**config.mk**
```make
export PLATFORM = sky130hd
export DESIGN_NAME = instr_encoder
export DESIGN_NICKNAME = d
export VERILOG_FILES = /design/src/rtl/cpu_isa_pkg.sv /design/src/rtl/sync_fifo.sv /design/src/rtl/instr_encoder.sv
export SDC_FILE = /design/constraint.sdc
export NUM_CORES = 1
export LEC_CHECK = 0
export BUFFER_PORTS_ARGS = -buffer_cell sky130_fd_sc_hd__clkbuf_2
export CORE_MARGIN = 2
export CORE_UTILIZATION = 58
export CTS_BUF_LIST = sky130_fd_sc_hd__clkbuf_8
export CTS_CLUSTER_SIZE = 20
export DETAILED_ROUTE_END_ITERATION = 10
export PLACE_DENSITY_LB_ADDON = 0.05
export SYNTH_ARGS = -nofsm -noshare
export SYNTH_HDL_FRONTEND = slang
export SYNTH_SLANG_ARGS = --single-unit
```
**constraint.sdc**
```tcl
create_clock -name clk -period 5.6 [get_ports clk]
set_input_delay 1.4 -clock clk [delete_from_list [all_inputs] [get_ports clk]]
set_output_delay 1.4 -clock clk [all_outputs]
set_load 0.05 [all_outputs]
```
**src/rtl/cpu_isa_pkg.sv**
```systemverilog
// Instruction field layout shared by the program-load encoder and the core decoder.
// Holds the bit positions, the decoded-field struct, the encoder FSM states and pack helpers.
package cpu_isa_pkg;

    localparam int INSTR_W = 32;
    localparam int REG_W   = 6;
    localparam int FX_W    = 4;
    localparam int IMM_W   = 15;
    localparam int IMM_R_W = 9;

    localparam int RI_BIT    = 31;
    localparam int RS_MSB    = 30;
    localparam int RS_LSB    = 25;
    localparam int RD_MSB    = 24;
    localparam int RD_LSB    = 19;
    localparam int FX_MSB    = 18;
    localparam int FX_LSB    = 15;
    localparam int RT_MSB    = 14;
    localparam int RT_LSB    = 9;
    localparam int IMM_MSB   = 14;
    localparam int IMM_R_MSB = 8;
    localparam int IMM_LSB   = 0;

    typedef struct packed {
        logic             ri;
        logic [REG_W-1:0] rs;
        logic [REG_W-1:0] rd;
        logic [FX_W-1:0]  fx;
        logic [REG_W-1:0] rt;
        logic [IMM_W-1:0] imm;
    } instr_fields_t;

    typedef enum logic [1:0] {
        ST_IDLE,
        ST_LOAD,
        ST_DRAIN,
        ST_DONE
    } enc_state_e;

    function automatic logic [INSTR_W-1:0] pack_instr(input instr_fields_t f);
        logic [INSTR_W-1:0] w;
        w                 = '0;
        w[RI_BIT]         = f.ri;
        w[RS_MSB:RS_LSB]  = f.rs;
        w[RD_MSB:RD_LSB]  = f.rd;
        w[FX_MSB:FX_LSB]  = f.fx;
        if (f.ri) begin
            w[IMM_MSB:IMM_LSB] = f.imm;
        end else begin
            w[RT_MSB:RT_LSB]     = f.rt;
            w[IMM_R_MSB:IMM_LSB] = f.imm[IMM_R_W-1:0];
        end
        return w;
    endfunction

    // An R-type word only has room for a 9-bit immediate; anything wider cannot be encoded.
    function automatic logic is_rejected(input instr_fields_t f);
        return !f.ri && (f.imm[IMM_W-1:IMM_R_W] != '0);
    endfunction

endpackage

```
**src/rtl/sync_fifo.sv**
```systemverilog
// Show-ahead synchronous FIFO: rdata is the head entry whenever empty is low.
// Pointers carry one extra bit so full and empty are told apart without a separate flag.
module sync_fifo #(
    parameter int WIDTH = 32,
    parameter int DEPTH = 4
) (
    input  logic                   clk,
    input  logic                   rst,
    input  logic                   push,
    input  logic [WIDTH-1:0]       wdata,
    input  logic                   pop,
    output logic [WIDTH-1:0]       rdata,
    output logic                   full,
    output logic                   empty,
    output logic [$clog2(DEPTH):0] count
);

    localparam int AW = $clog2(DEPTH);
    localparam logic [AW:0] FULL_CNT = (AW+1)'(DEPTH);

    logic [WIDTH-1:0] mem_q [DEPTH];
    logic [AW:0]      wr_ptr_q, wr_ptr_d;
    logic [AW:0]      rd_ptr_q, rd_ptr_d;
    logic             do_push, do_pop;

    assign count   = wr_ptr_q - rd_ptr_q;
    assign full    = (count == FULL_CNT);
    assign empty   = (count == '0);
    assign rdata   = mem_q[rd_ptr_q[AW-1:0]];
    assign do_push = push && !full;
    assign do_pop  = pop && !empty;

    always_comb begin
        wr_ptr_d = wr_ptr_q + (AW+1)'(do_push);
        rd_ptr_d = rd_ptr_q + (AW+1)'(do_pop);
    end

    // NOTE: sequential state is updated with non-blocking assignments so every flop samples pre-edge values.
    always_ff @(posedge clk) begin
        if (rst) begin
            wr_ptr_q <= '0;
            rd_ptr_q <= '0;
        end else begin
            wr_ptr_q <= wr_ptr_d;
            rd_ptr_q <= rd_ptr_d;
        end
    end

    // NOTE: storage is deliberately not reset; the pointers alone define which entries are valid.
    always_ff @(posedge clk) begin
        if (do_push) begin
            mem_q[wr_ptr_q[AW-1:0]] <= wdata;
        end
    end

endmodule

```
**src/rtl/instr_encoder.sv**
```systemverilog
// Program-load path: packs field tuples into instruction words, buffers them in a FIFO
// and streams them to instruction memory from a programmable base address.
module instr_encoder
    import cpu_isa_pkg::*;
#(
    parameter int DEPTH  = 4,
    parameter int ADDR_W = 10
) (
    input  logic               clk,
    input  logic               rst,
    input  logic               start,
    input  logic [ADDR_W-1:0]  base_addr,
    input  logic               in_valid,
    output logic               in_ready,
    input  logic               in_last,
    input  logic               in_ri,
    input  logic [REG_W-1:0]   in_rs,
    input  logic [REG_W-1:0]   in_rd,
    input  logic [FX_W-1:0]    in_fx,
    input  logic [REG_W-1:0]   in_rt,
    input  logic [IMM_W-1:0]   in_imm,
    output logic               mem_we,
    input  logic               mem_ready,
    output logic [ADDR_W-1:0]  mem_addr,
    output logic [INSTR_W-1:0] mem_wdata,
    output logic               busy,
    output logic               done,
    output logic [7:0]         err_cnt,
    output logic               wrapped
);

    localparam int CNT_W = $clog2(DEPTH) + 1;

    enc_state_e          state_q, state_d;
    logic [ADDR_W-1:0]   addr_q, addr_d;
    logic                wrapped_q, wrapped_d;
    logic [7:0]          err_cnt_q, err_cnt_d;

    instr_fields_t       fields;
    logic [INSTR_W-1:0]  word;
    logic                reject, accept, push, pop;
    logic [INSTR_W-1:0]  fifo_rdata;
    logic                fifo_full, fifo_empty;
    logic [CNT_W-1:0]    fifo_count;

    always_comb begin
        fields = '{ri: in_ri, rs: in_rs, rd: in_rd, fx: in_fx, rt: in_rt, imm: in_imm};
    end

    assign word     = pack_instr(fields);
    assign reject   = is_rejected(fields);
    assign in_ready = (state_q == ST_LOAD) && !fifo_full;
    assign accept   = in_valid && in_ready;
    assign push     = accept && !reject;
    assign pop      = mem_we && mem_ready;

    sync_fifo #(
        .WIDTH (INSTR_W),
        .DEPTH (DEPTH)
    ) u_fifo (
        .clk   (clk),
        .rst   (rst),
        .push  (push),
        .wdata (word),
        .pop   (pop),
        .rdata (fifo_rdata),
        .full  (fifo_full),
        .empty (fifo_empty),
        .count (fifo_count)
    );

    // NOTE: every always_comb output gets a default first, so no path can infer a latch.
    always_comb begin
        state_d   = state_q;
        addr_d    = addr_q;
        wrapped_d = wrapped_q;
        err_cnt_d = err_cnt_q;

        unique case (state_q)
            ST_IDLE: begin
                if (start) begin
                    state_d   = ST_LOAD;
                    addr_d    = base_addr;
                    wrapped_d = 1'b0;
                    err_cnt_d = '0;
                end
            end
            ST_LOAD:  if (accept && in_last) state_d = ST_DRAIN;
            // Leave as the last word retires so done lands in the very next cycle.
            ST_DRAIN: if (fifo_empty || (pop && fifo_count == CNT_W'(1))) state_d = ST_DONE;
            ST_DONE:  state_d = ST_IDLE;
            default:  state_d = ST_IDLE;
        endcase

        if (pop) begin
            addr_d = addr_q + ADDR_W'(1);
            if (addr_q == '1) wrapped_d = 1'b1;
        end

        if (accept && reject && err_cnt_q != 8'hFF) begin
            err_cnt_d = err_cnt_q + 8'd1;
        end
    end

    always_ff @(posedge clk) begin
        if (rst) begin
            state_q   <= ST_IDLE;
            addr_q    <= '0;
            wrapped_q <= 1'b0;
            err_cnt_q <= '0;
        end else begin
            state_q   <= state_d;
            addr_q    <= addr_d;
            wrapped_q <= wrapped_d;
            err_cnt_q <= err_cnt_d;
        end
    end

    assign mem_we    = !fifo_empty;
    assign mem_wdata = fifo_empty ? '0 : fifo_rdata;
    assign mem_addr  = addr_q;
    assign busy      = (state_q != ST_IDLE);
    assign done      = (state_q == ST_DONE);
    assign err_cnt   = err_cnt_q;
    assign wrapped   = wrapped_q;

endmodule

```
[Word level (Yosys, flattened, before mapping)]
Memories as Yosys holds them, arrays and structs flattened. A register that Yosys moved wholly into a read port is not among the register bits.
Index checks and enable logic that the tools add are counted.
Word-level totals
  register bits after elaboration: 27
  bits in latches: 0
  RAM bits: 128
  bits in read-only memories: 0
  bits of input ports: 54
  output and inout port bits: 55
  word-level logic and storage cells: 68
  memories: 1
Cells by class
  add/sub/neg operators: 5
  multiply operators: 0
  div/mod/pow operators: 0
  $lt $le $gt $ge: 0
  eq/ne operators: 10
  shift operators: 0
  mux-type cells: 19
  bitwise gates (word level): 0
  reductions and logical operators: 27
Memories
  u_fifo.mem_q: words 4, width 32, read ports 1, clocked after memory_dff 1, write ports 1, line sync_fifo.sv:21  | logic [WIDTH-1:0] mem_q [DEPTH];
Operators by type and width (number)
  $mux 32: 1
  $mux 10: 3
  $mux 8: 3
  $mux 15: 1
  $logic_and 1x1->1: 11
  $add 10x1->10 const B: 1
  $eq 10x10->1 const B: 1
  $reduce_bool 2->1: 5
  $add 8x1->8 const B: 1
  $mux 2: 4
  $ne 8x8->1 const B: 1
  $pmux 2 s4: 1
  $add 3x1->3: 2
  $mux 1: 6
  $reduce_bool 6->1: 1
  $eq 2x2->1 const B: 2
  $logic_not 1->1: 4
  $ne 2x2->1 const B: 2
  $reduce_and 2->1: 2
  $eq 3x1->1 const B: 1
  $eq 3x3->1 const B: 1
  $logic_not 3->1: 1
  $reduce_and 3->1: 1
  $sub 3x3->3: 1
  other kinds (4): 4

[Depth between registers and ports, before layout]
  depth after elaboration: 9
  depth in mapped cells: 12

[Modules after synthesis]
Synthesis repeated with hierarchy kept, for this count alone.
Second synthesis, totals
  cell total of the unflattened synthesis: 397
  area total of the unflattened synthesis: 6506.2 um^2
Modules (own cells, without submodules)
  sync_fifo: times used 1, cells each 204, area an instance 4987.3 um^2
  instr_encoder: times used 1, cells each 193, area an instance 1519.0 um^2

[Worst setup path before layout]
Ideal clock, no wire load.
  path type: input-to-reg
  start: input in_imm[9]
  end: memory u_fifo.mem_q[0][0] (enable)
  library setup time: 0.461 ns
  arrival: 4.300 ns
  data required time: 5.139 ns
  slack: 0.839 ns
  stages on the path: 4
  path buffers: 0
  cells stage by stage: nor4_1 -> a21o_1 -> nand2_1 -> nor3_1
On the way
  longest elaborated chain between the ends: 7
RTL lines
  start: declaration: line instr_encoder.sv:21  | input logic [IMM_W-1:0] in_imm,
  $reduce_bool 6->1: line cpu_isa_pkg.sv:58  | return !f.ri && (f.imm[IMM_W-1:IMM_R_W] != '0);
  $logic_and 1x1->1: line cpu_isa_pkg.sv:58
  $logic_not 1->1: line instr_encoder.sv:54  | assign push = accept && !reject;
  $logic_and 1x1->1: line instr_encoder.sv:54
  $logic_and 1x1->1: line sync_fifo.sv:30  | assign do_push = push && !full;
  $mux 1: line sync_fifo.sv:51  | if (do_push) begin
  $mux 1 (implied by the code): line sync_fifo.sv:52  | mem_q[wr_ptr_q[AW-1:0]] <= wdata;
  end: declaration: line sync_fifo.sv:21
No other way between the ends.

[Final worst setup path]
  start: register u_fifo.wr_ptr_q[0]
  end: output mem_wdata[0]
On the way
  longest elaborated chain between the ends: 3
RTL lines
  start: declaration: line sync_fifo.sv:22  | logic [AW:0] wr_ptr_q, wr_ptr_d;
  start signal: assignment: line sync_fifo.sv:44  | wr_ptr_q <= wr_ptr_d;
  $sub 3x3->3: line sync_fifo.sv:26  | assign count = wr_ptr_q - rd_ptr_q;
  $logic_not 3->1: line sync_fifo.sv:28  | assign empty = (count == '0);
  $mux 32: line instr_encoder.sv:120  | assign mem_wdata = fifo_empty ? '0 : fifo_rdata;
  end: declaration: line instr_encoder.sv:25  | output logic [INSTR_W-1:0] mem_wdata,
No other way between the ends.

==> results_dict.tcl <==
set metrics [dict create \
    ys.flop_type "edfxtp_1" \
    die_w_um 111 \
    fin_crit_sh_pct 85.6 \
    worstHoldPathType "reg2reg" \
    startpoint_type "flip-flop" \
    synth-warning-count 0 \
    cts_root_buf "clkbuf_8" \
    vias 4038 \
    power.sequential.fraction_pct 33.5 \
    clk_latency_ns 0.44 \
    tritoncts.num_buffers 17 \
    required_ns 4.20 \
    finalNonFillerCells 684 \
    crit_arrival_ns 3.39 \
    dieHeight_um 111 \
    rsz0062_at_grt "false" \
    slew-limit-headroom_pct 32.2 \
    final_area_sq_um 7820 \
    row_count 39 \
    drt_first_iter_violations 242 \
    synth_edf_count 128 \
    cp_max_fo 20 \
    max_stage_delay_ns 0.58 \
    setup_tns_ns 0 \
    outcome "finished, final reports clean" \
    p_switching_w 0.00173 \
    worst_hold_slack_ns 0.520 \
    grt_antenna_before_repair 0 \
    htree_levels 4 \
    grt_pass1_vias 4143 \
    max-vdd-ir-drop_v 0.000447 \
    worstPathCellList "inv_1, ha_1, fa_1, xor3_2, nor2_2, buf_4, and2b_1, clkbuf_2" \
    cp-end-kind "output port" \
    timing.fmax_mhz 209 \
    antenna_left 0 \
    coreArea_sq_um 11300 \
    critPathSlowestCell "nor2_2" \
    ioPinCount 109 \
    netlist.area_leader.share_pct 57.7 \
    power_frac_clock_pct 21.3 \
    grt_max_degree 34 \
    synth_cell_types 58 \
    cellPowerDensity_nw_per_um2 520 \
    placed_area_sq_um 7400 \
    ys_seq_area_share_pct 65.9 \
    start_util_pct 58.8 \
    ys_ff_latch 155 \
    async_reset_ff_share_pct 0 \
    grt_pass1_wl_um 20900 \
    cellLeakagePower_nw 2.89 \
    drive_gt1_share_pct 36.4 \
    drtPass1Iterations 4 \
    period_needed_ns 4.79 \
    vias_per_cell 5.90 \
    clkSlewWorstSetupHoldPaths_ns 0.08 \
    grt_usage_pct 22.1 \
    hold_violations 0 \
    gp_congestion 0.816 \
    nFillCells 840 \
    worstMarginPinSlew_ns 1.01 \
    finalSetupViolations 0 \
    syn_to_final_growth_pct 17.5 \
    cts_tree "yes" \
    p_int_w 0.00233 \
    cap_violations 0 \
    insertedDiodeCount 0 \
    placedCellCount 652 \
    clk_path_buf_depth 2 \
    combPwrFrac_pct 45.3 \
    synth_area_sq_um 6660 \
    numPortBuffers 108 \
    grt.overflow.total 0 \
    drc 0 \
    layout_commonest_cell "edfxtp_1" \
    synth_top_area_cell "edfxtp_1" \
    nets 594 \
    cts_setup_buffers 0 \
    path_class "reg2out" \
    hpwl_um 8080 \
    synth.area.top_cells "edfxtp_1, mux4_2, dfxtp_1, and2b_1, ha_1" \
    synth_fp_nets 476 \
    clock_sinks 155 \
    avgRoutedWirePerCell_um 18.8 \
    finalMaxSlewViolations 0 \
    final_cell_mix "edfxtp_1, clkbuf_2, mux4_2" \
    power.share.switching_pct 42.6 \
    ctsResizeCount 0 \
    holdBufCountCts 0 \
    wl_um 12800 \
    syn_area_per_cell_sq_um 16.2 \
    dieArea_sq_um 12300 \
    finClkSkew_ns 0.00844 \
    synth_cells 410 \
]
power groups by stage:
stage          logic [W]  clock network (W)  registers (W)
2_1_floorplan    0.00139                  0        0.00146
3_3_place_gp     0.00183                  0        0.00138
3_5_place_dp     0.00185                  0        0.00138
4_1_cts          0.00186           0.000875        0.00136
5_1_grt          0.00195           0.000933        0.00137
6_report         0.00184           0.000865        0.00136
through the flow:
step	setup WS (ns)	util (%)	power, W
final	0.808	69.1	0.00406
after global routing	0.549	69.1	0.00425
after CTS	0.731	69.1	0.00409
after detailed placement	1.22	65.4	0.00324
after global placement	1.32	65.4	0.00321
after floorplan	0.839	-	0.00285
synthesized netlist by cell type (all sizes together) (2+ instances only):
cell type    n
and4         2
mux4        32
ha          11
a21oi        8
mux2         7
a21o         2
a31oi        5
clkbuf      11
dfxtp       27
o31ai        2
edfxtp     128
xnor2        2
and3         5
inv         14
o21ai        8
nor2        10
nor3         5
o211ai       2
or4          5
buf          8
nand2b       3
and2b       22
o2111ai      6
and2         5
nand4       13
o311ai       9
nand2       10
nor2b       17
mux2i        3
nand3        8
area by class of cell:
class / instances / area (sq um) / area share, %
flip-flops and latches: 155 / 4390 / 56.1
clock inverters: 11 / 129 / 1.65
multi-input cells: 221 / 2150 / 27.5
inverters: 15 / 56.3 / 0.720
repair buffers: 118 / 628 / 8.03
clock buffers: 21 / 289 / 3.70
well taps: 143 / 179 / 2.29
state kept, by name (all words and copies together) (netlist names):
register         cells
u_fifo.wr_ptr_q      3
u_fifo.rd_ptr_q      3
wrapped              1
u_fifo.mem_q       128
err_cnt              8
mem_addr            10
state_q              2
cells by family after synthesis:
group / Yosys count / synth area share (%)
flops: 155 / 65.9
simple gates: 109 / 9.85
compound gates: 54 / 6.32
mux: 42 / 12.5
buf+inv: 34 / 2.16
fa+ha+maj: 12 / 2.37
xor+xnor: 4 / 0.977
worst max-delay path, delay by kind of cell, from the launching register on:
family / cells / cell delay [ns]
AND/OR/NAND/NOR: 2 / 0.79
buffers and inverters: 3 / 0.70
adder cells (fa/ha/maj): 2 / 0.58
XOR/XNOR: 1 / 0.47
flip-flops: 1 / 0.41
final timing paths:
path	startpoint	to	slack, ns	depth (start not counted)
max	u_fifo.wr_ptr_q[0]$_SDFF_PP0_	mem_wdata[0]	0.81	8
min	mem_addr[2]$_SDFFE_PP0P_	mem_addr[3]$_SDFFE_PP0P_	0.52	2
max reg2reg	u_fifo.wr_ptr_q[0]$_SDFF_PP0_	u_fifo.mem_q[2][10]$_DFFE_PP_	2.05	8
min reg2reg	mem_addr[2]$_SDFFE_PP0P_	mem_addr[3]$_SDFFE_PP0P_	0.52	2
layer usage:
metal	GRT usage, %	routed length (um)	up-vias
met5	0	0	-
met4	7.41	173	0
met3	6.72	633	14
met2	35.6	6400	117
met1	29.1	5620	2030
li1	-	-	1877
No activity file was read; power rests on OpenSTA's default activity.
